===== config.mk =====
export PLATFORM = sky130hd
export DESIGN_NAME = mem_access_controller
export DESIGN_NICKNAME = d
export VERILOG_FILES = /design/src/rtl/mem_access_controller.sv
export SDC_FILE = /design/constraint.sdc
export NUM_CORES = 1
export LEC_CHECK = 0
export CAP_MARGIN = 20
export CELL_PAD_IN_SITES_DETAIL_PLACEMENT = 0
export CELL_PAD_IN_SITES_GLOBAL_PLACEMENT = 2
export CORE_ASPECT_RATIO = 0.5
export CORE_MARGIN = 2
export CORE_UTILIZATION = 22
export CTS_CLUSTER_SIZE = 28
export DETAILED_ROUTE_END_ITERATION = 8
export PLACE_DENSITY_LB_ADDON = 0.1
export SLEW_MARGIN = 25
export SYNTH_ARGS = -nofsm -noshare
export SYNTH_HDL_FRONTEND = slang
export SYNTH_SLANG_ARGS = --single-unit

===== constraint.sdc =====
create_clock -name Clock -period 1.9 [get_ports Clock]
set_input_delay 0.38 -clock Clock [delete_from_list [all_inputs] [get_ports Clock]]
set_output_delay 0.38 -clock Clock [all_outputs]
set_load 0.005 [all_outputs]

===== src/rtl/mem_access_controller.sv =====
// CPU/loader memory sequencer: big-endian byte lanes, sign/zero extension, RAM arbitration.
// Alignment trapping is compiled in when MEMCTL_ALIGN_CHECK_EN is defined.
module mem_access_controller #(
    parameter int ADDR_W = 9,
    parameter int RD_LAT = 1
) (
    input  logic              Clock,
    input  logic              Reset,
    input  logic              MOV,
    input  logic              RW,
    input  logic [1:0]        SIZE,
    input  logic              SU,
    input  logic [31:0]       MAR,
    input  logic [31:0]       MDR_Out,
    output logic              MOC,
    output logic [31:0]       Mem_Data,
    output logic              Align_Trap,
    input  logic              Ld_Req,
    input  logic [31:0]       Ld_Addr,
    input  logic [31:0]       Ld_Data,
    output logic              Ld_Ack,
    output logic [ADDR_W-1:0] Ram_Addr,
    output logic              Ram_WE,
    output logic [3:0]        Ram_BE,
    output logic [31:0]       Ram_WData,
    input  logic [31:0]       Ram_RData
);

    typedef enum logic [2:0] {
        S_IDLE,
        S_ISSUE,
        S_WAIT,
        S_DONE,
        S_RELEASE
`ifdef MEMCTL_ALIGN_CHECK_EN
        , S_TRAP
`endif
    } state_t;

    state_t state, state_nx;

    logic [ADDR_W+1:0] addr_q;
    logic [31:0]       wdata_q;
    logic              rw_q;
    logic [1:0]        size_q;
    logic              su_q;
    logic              ld_q;
    logic [1:0]        cnt;
    logic [31:0]       mem_data_q;

    logic              rd_last;
    logic [3:0]        be;
    logic [31:0]       wd;
    logic [31:0]       ext;
    logic [7:0]        rbyte;
    logic [15:0]       rhalf;
    logic              unused;

    assign unused  = ^{MAR[31:ADDR_W+2], Ld_Addr[31:ADDR_W+2]};
    assign rd_last = (cnt == 2'(RD_LAT - 1));

`ifdef MEMCTL_ALIGN_CHECK_EN
    logic illegal;
    assign illegal = (SIZE == 2'b11)
                   || (SIZE == 2'b01 && MAR[0])
                   || (SIZE == 2'b10 && MAR[1:0] != 2'b00);
`endif

    always_comb begin
        state_nx = state;
        unique case (state)
            S_IDLE: begin
                if (Ld_Req) begin
                    state_nx = S_ISSUE;
                end else if (MOV) begin
`ifdef MEMCTL_ALIGN_CHECK_EN
                    state_nx = illegal ? S_TRAP : S_ISSUE;
`else
                    state_nx = S_ISSUE;
`endif
                end
            end
            S_ISSUE:   state_nx = rw_q ? S_WAIT : S_DONE;
            S_WAIT:    if (rd_last) state_nx = S_DONE;
            S_DONE:    state_nx = S_RELEASE;
`ifdef MEMCTL_ALIGN_CHECK_EN
            S_TRAP:    state_nx = S_RELEASE;
`endif
            // Hold here until the owner drops its level request.
            S_RELEASE: if (!(ld_q ? Ld_Req : MOV)) state_nx = S_IDLE;
            default:   state_nx = S_IDLE;
        endcase
    end

    always_comb begin
        unique case (size_q)
            2'b00: begin
                be = 4'b1000 >> addr_q[1:0];
                wd = {4{wdata_q[7:0]}};
            end
            2'b01: begin
                be = addr_q[1] ? 4'b0011 : 4'b1100;
                wd = {2{wdata_q[15:0]}};
            end
            default: begin
                be = 4'b1111;
                wd = wdata_q;
            end
        endcase
    end

    always_comb begin
        unique case (addr_q[1:0])
            2'b00:   rbyte = Ram_RData[31:24];
            2'b01:   rbyte = Ram_RData[23:16];
            2'b10:   rbyte = Ram_RData[15:8];
            default: rbyte = Ram_RData[7:0];
        endcase
        rhalf = addr_q[1] ? Ram_RData[15:0] : Ram_RData[31:16];
        unique case (size_q)
            2'b00:   ext = su_q ? {{24{rbyte[7]}}, rbyte} : {24'h0, rbyte};
            2'b01:   ext = su_q ? {{16{rhalf[15]}}, rhalf} : {16'h0, rhalf};
            default: ext = Ram_RData;
        endcase
    end

    always_ff @(posedge Clock) begin
        if (Reset) begin
            state      <= S_IDLE;
            addr_q     <= '0;
            wdata_q    <= '0;
            rw_q       <= 1'b0;
            size_q     <= 2'b00;
            su_q       <= 1'b0;
            ld_q       <= 1'b0;
            cnt        <= 2'd0;
            mem_data_q <= '0;
        end else begin
            state <= state_nx;
            cnt   <= (state == S_WAIT) ? cnt + 2'd1 : 2'd0;
            if (state == S_IDLE) begin
                if (Ld_Req) begin
                    addr_q  <= Ld_Addr[ADDR_W+1:0];
                    wdata_q <= Ld_Data;
                    rw_q    <= 1'b0;
                    size_q  <= 2'b10;
                    su_q    <= 1'b0;
                    ld_q    <= 1'b1;
                end else if (MOV) begin
                    addr_q  <= MAR[ADDR_W+1:0];
                    wdata_q <= MDR_Out;
                    rw_q    <= RW;
                    size_q  <= SIZE;
                    su_q    <= SU;
                    ld_q    <= 1'b0;
                end
            end
            if (state == S_WAIT && rd_last) mem_data_q <= ext;
        end
    end

    // Strobes are gated by Reset so nothing leaks out of a reset cycle.
    always_comb begin
        MOC        = 1'b0;
        Ld_Ack     = 1'b0;
        Align_Trap = 1'b0;
        Ram_WE     = 1'b0;
        Ram_Addr   = '0;
        Ram_BE     = 4'b0000;
        Ram_WData  = '0;
        if (!Reset) begin
            if (state == S_ISSUE) begin
                Ram_Addr  = addr_q[ADDR_W+1:2];
                Ram_BE    = be;
                Ram_WData = wd;
                Ram_WE    = !rw_q;
            end
            if (state == S_DONE) begin
                MOC    = !ld_q;
                Ld_Ack = ld_q;
            end
`ifdef MEMCTL_ALIGN_CHECK_EN
            if (state == S_TRAP) Align_Trap = 1'b1;
`endif
        end
    end

    assign Mem_Data = mem_data_q;

endmodule


==> results.sh <==
export IMPL_wl_um=19100
export IMPL_synthArstFlopShare_pct=0
export IMPL_peakVddDrop_uv=361
export IMPL_wl_met2_um=8710
export IMPL_routedWlPerCell_um=17.3
export IMPL_switching_share_pct=36.4
export IMPL_violations="setup timing"
export IMPL_worstSetupEndpointType="output pin"
export IMPL_die_area_um2=23100
export IMPL_avgViaCountPerCell=4.46
export IMPL_power_density_nw_per_um2=1040
export IMPL_rsz0062_at_grt="true"
export IMPL_wl_met3_um=868
export IMPL_grt_start_max_net_pins=62
export IMPL_synth_fp_nets=735
export IMPL_finalHoldViolCount=0
export IMPL_gr_total_overflow=0
export IMPL_grt_pass1_wl_um=28400
export IMPL_combPwrFrac_pct=48.1
export IMPL_hold_path_class="flop to flop"
export IMPL_slew_headroom_pct=44.7
export IMPL_cts_tree="done"
export IMPL_post_dp_hpwl_um=13800
export IMPL_cp_arrival_ns=1.90
export IMPL_htreeDepth=3
export IMPL_maxSlewViolCount=0
export IMPL_cts_root_buffer="clkbuf_16"
export IMPL_power_share_clock_pct=21.5
export IMPL_tightest_slew_ns=0.829
export IMPL_grt_util_all_layers_pct=16.4
export IMPL_rows=38
export IMPL_p_sw_uw=3030
export IMPL_cp_max_fo=5
export IMPL_ys_top_cells_by_count="nor2_1 (103), dfxtp_1 (85), mux2i_1 (68)"
export IMPL_dr_pass1_iters=4
export IMPL_p_int_uw=5300
export IMPL_avgSynthCellArea_um2=8.49
export IMPL_ys_types=43
export IMPL_nets=965
export IMPL_fmax_mhz=439
export IMPL_cap_violations=0
export IMPL_clock_skew_final_ns=0.00829
export IMPL_drc=0
export IMPL_setup_viol=46
export IMPL_preCtsSetupSlack_ns=-0.384
export IMPL_gp_congestion=0.734
export IMPL_setup_ws_ns=-0.376
export IMPL_synth_area_leaders="dfxtp_1 (35%), mux2i_1 (14%), nor2_1 (8.0%)"
export IMPL_initial_core_util_pct=22.3
export IMPL_finalCritPeriodShare_pct=120
export IMPL_syn_to_final_growth_pct=66.8
export IMPL_synth_flop_cell="dfxtp_1"
export IMPL_worstSetupPathType="flop to output pin"
export IMPL_ys_ff_latch=85
export IMPL_cts_clk_slew_worst_paths_ns=0.06
export IMPL_ant_nets=0
export IMPL_power_frac_seq_pct=30.5
export IMPL_die_w_um=213
export IMPL_grt_pass1_vias=4838
export IMPL_start_kind="flop"
export IMPL_die_y_um=109
export IMPL_drt_initial_drc_count=258
export IMPL_clkSinkCount=85
export IMPL_outcome="finished, violations left"
export IMPL_synthCells=566
export IMPL_cp_required_ns=1.52
export IMPL_yosysTopAreaCellShare_pct=35.4
export IMPL_ys_seq_area_share_pct=35.4
export IMPL_diodes=0
export IMPL_io_pins=249
export IMPL_via_count=4915
export IMPL_synth_edf_count=0
export IMPL_clockBufferDepth=2
export IMPL_io_buffers=205
export IMPL_synth_top_area_cell="dfxtp_1"
export IMPL_cts_buffers=9
export IMPL_met1Wirelength_um=9410
export IMPL_clk_latency_ns=0.34
export IMPL_top_layer="met4"
export IMPL_power_total_uw=8330
export IMPL_core_um2=21500
export IMPL_r2r_slack_ns=0.08
export IMPL_min_period_ns=2.28
export IMPL_antenna_found_initial=0
export IMPL_drive_gt1_share_pct=23.5
export IMPL_syn_area_um2=4810
export IMPL_power_leakage_uw=0.00300
export IMPL_synth_most_common_cell="nor2_1"
export IMPL_fillers=2235
export IMPL_yosysWarningCount=0
## registers in the layout, summed over array words and instances, names as in the netlist
| signal | count |
|---|---|
| state | 3 |
| size_q | 2 |
| rw_q | 1 |
| ld_q | 1 |
| wdata_q | 32 |
| cnt | 2 |
| su_q | 1 |
| Mem_Data | 32 |
| addr_q | 11 |
## cell usage in the layout, fill, tap and decap left out, drive strengths merged, types with 2 or more instances in the layout
cell           count
buf               94
o32ai              2
o21ai             17
nand2             48
dfxtp             85
a22oi              8
nor3              13
nor2             103
a211oi            69
a21oi             32
and2              18
nor4b              2
nor2b             11
clkbuf            16
o2111ai            7
clkdlybuf4s15     22
mux2i             68
clkdlybuf4s50    155
inv                3
a22o               7
nand3b             3
## kinds of logic (layout without fill, tap and decap cells)
kind of cell	count (synthesis)	after routing	synth area share [%]
other	1	1	0.0780
multiplexers	69	69	14.4
AND/OR/NAND/NOR	204	204	19.2
XOR/XNOR	1	1	0.182
buffers and inverters	59	294	6.32
AO/OA/AOI/OAI	146	146	24.2
flip-flops	85	85	35.4
adder cells (fa/ha/maj)	1	1	0.260
## layer usage
metal	vias to the layer above	global-route usage [%]
met5	-	0
met4	0	2.65
met3	8	4.01
met2	106	26.5
met1	2319	22.6
li1	2482	-
## layout make-up
cell class                 instances  area (µm²)  area share [%]
clock buffer                      15         258            3.21
clock inverter                     1        30.0           0.375
inverter                           4        15.0           0.187
multi-input combinational        422        2950            36.8
sequential                        85        1710            21.3
tap                              300         375            4.68
timing repair buffer             274        2690            33.5
## worst max-delay path: stages, from the launching register on
cell,delay (ns)
dfxtp_2,0.31
or4b_4,0.59
buf_12,0.17
buf_16,0.14
buf_8,0.14
nor2_1,0.09
buf_2,0.12
## power by group through the flow
stage               Combinational, µW  Sequential [µW]  Clock [µW]
floorplan                        2080             2500           0
global placement                 3700             2570           0
detailed placement               3700             2570           0
CTS                              3910             2540        1850
global route                     4390             2600        1920
finish                           4010             2540        1790
## worst paths after layout
| kind | startpoint | to | depth (start not counted) |
|---|---|---|---|
| max | state[1] | Ram_WData[30] | 6 |
| min | cnt[0] | cnt[0] | 1 |
| min reg2reg | cnt[0] | cnt[0] | 1 |
| max reg2reg | size_q[0] | Mem_Data[17] | 7 |
## stage by stage
| step | hold WS (ns) | instance area [µm²] | instances | utilization (%) | TNS [ns] |
|---|---|---|---|---|---|
| after floorplan | 0.399 | 4810 | 566 | - | 0 |
| after global placement | 0.407 | 7430 | 1069 | 34.5 | -21.59 |
| after detailed placement | 0.414 | 7430 | 1069 | 34.5 | -21.58 |
| after CTS | 0.421 | 7860 | 1098 | 36.5 | -12.55 |
| after global routing | 0.449 | 8020 | 1101 | 37.2 | -15.09 |
| final | 0.419 | 8020 | 1101 | 37.2 | -11.61 |
## timing repair
action | CTS | global route
buffers inserted | 9 | 4
resized for setup | 179 | 38
cloned | 4 | 0
endpoints found under the setup margin | 49 | 71
hold buffers | 0 | 0
pin swaps | 2 | 10
Power figures use the tool's default switching activity.
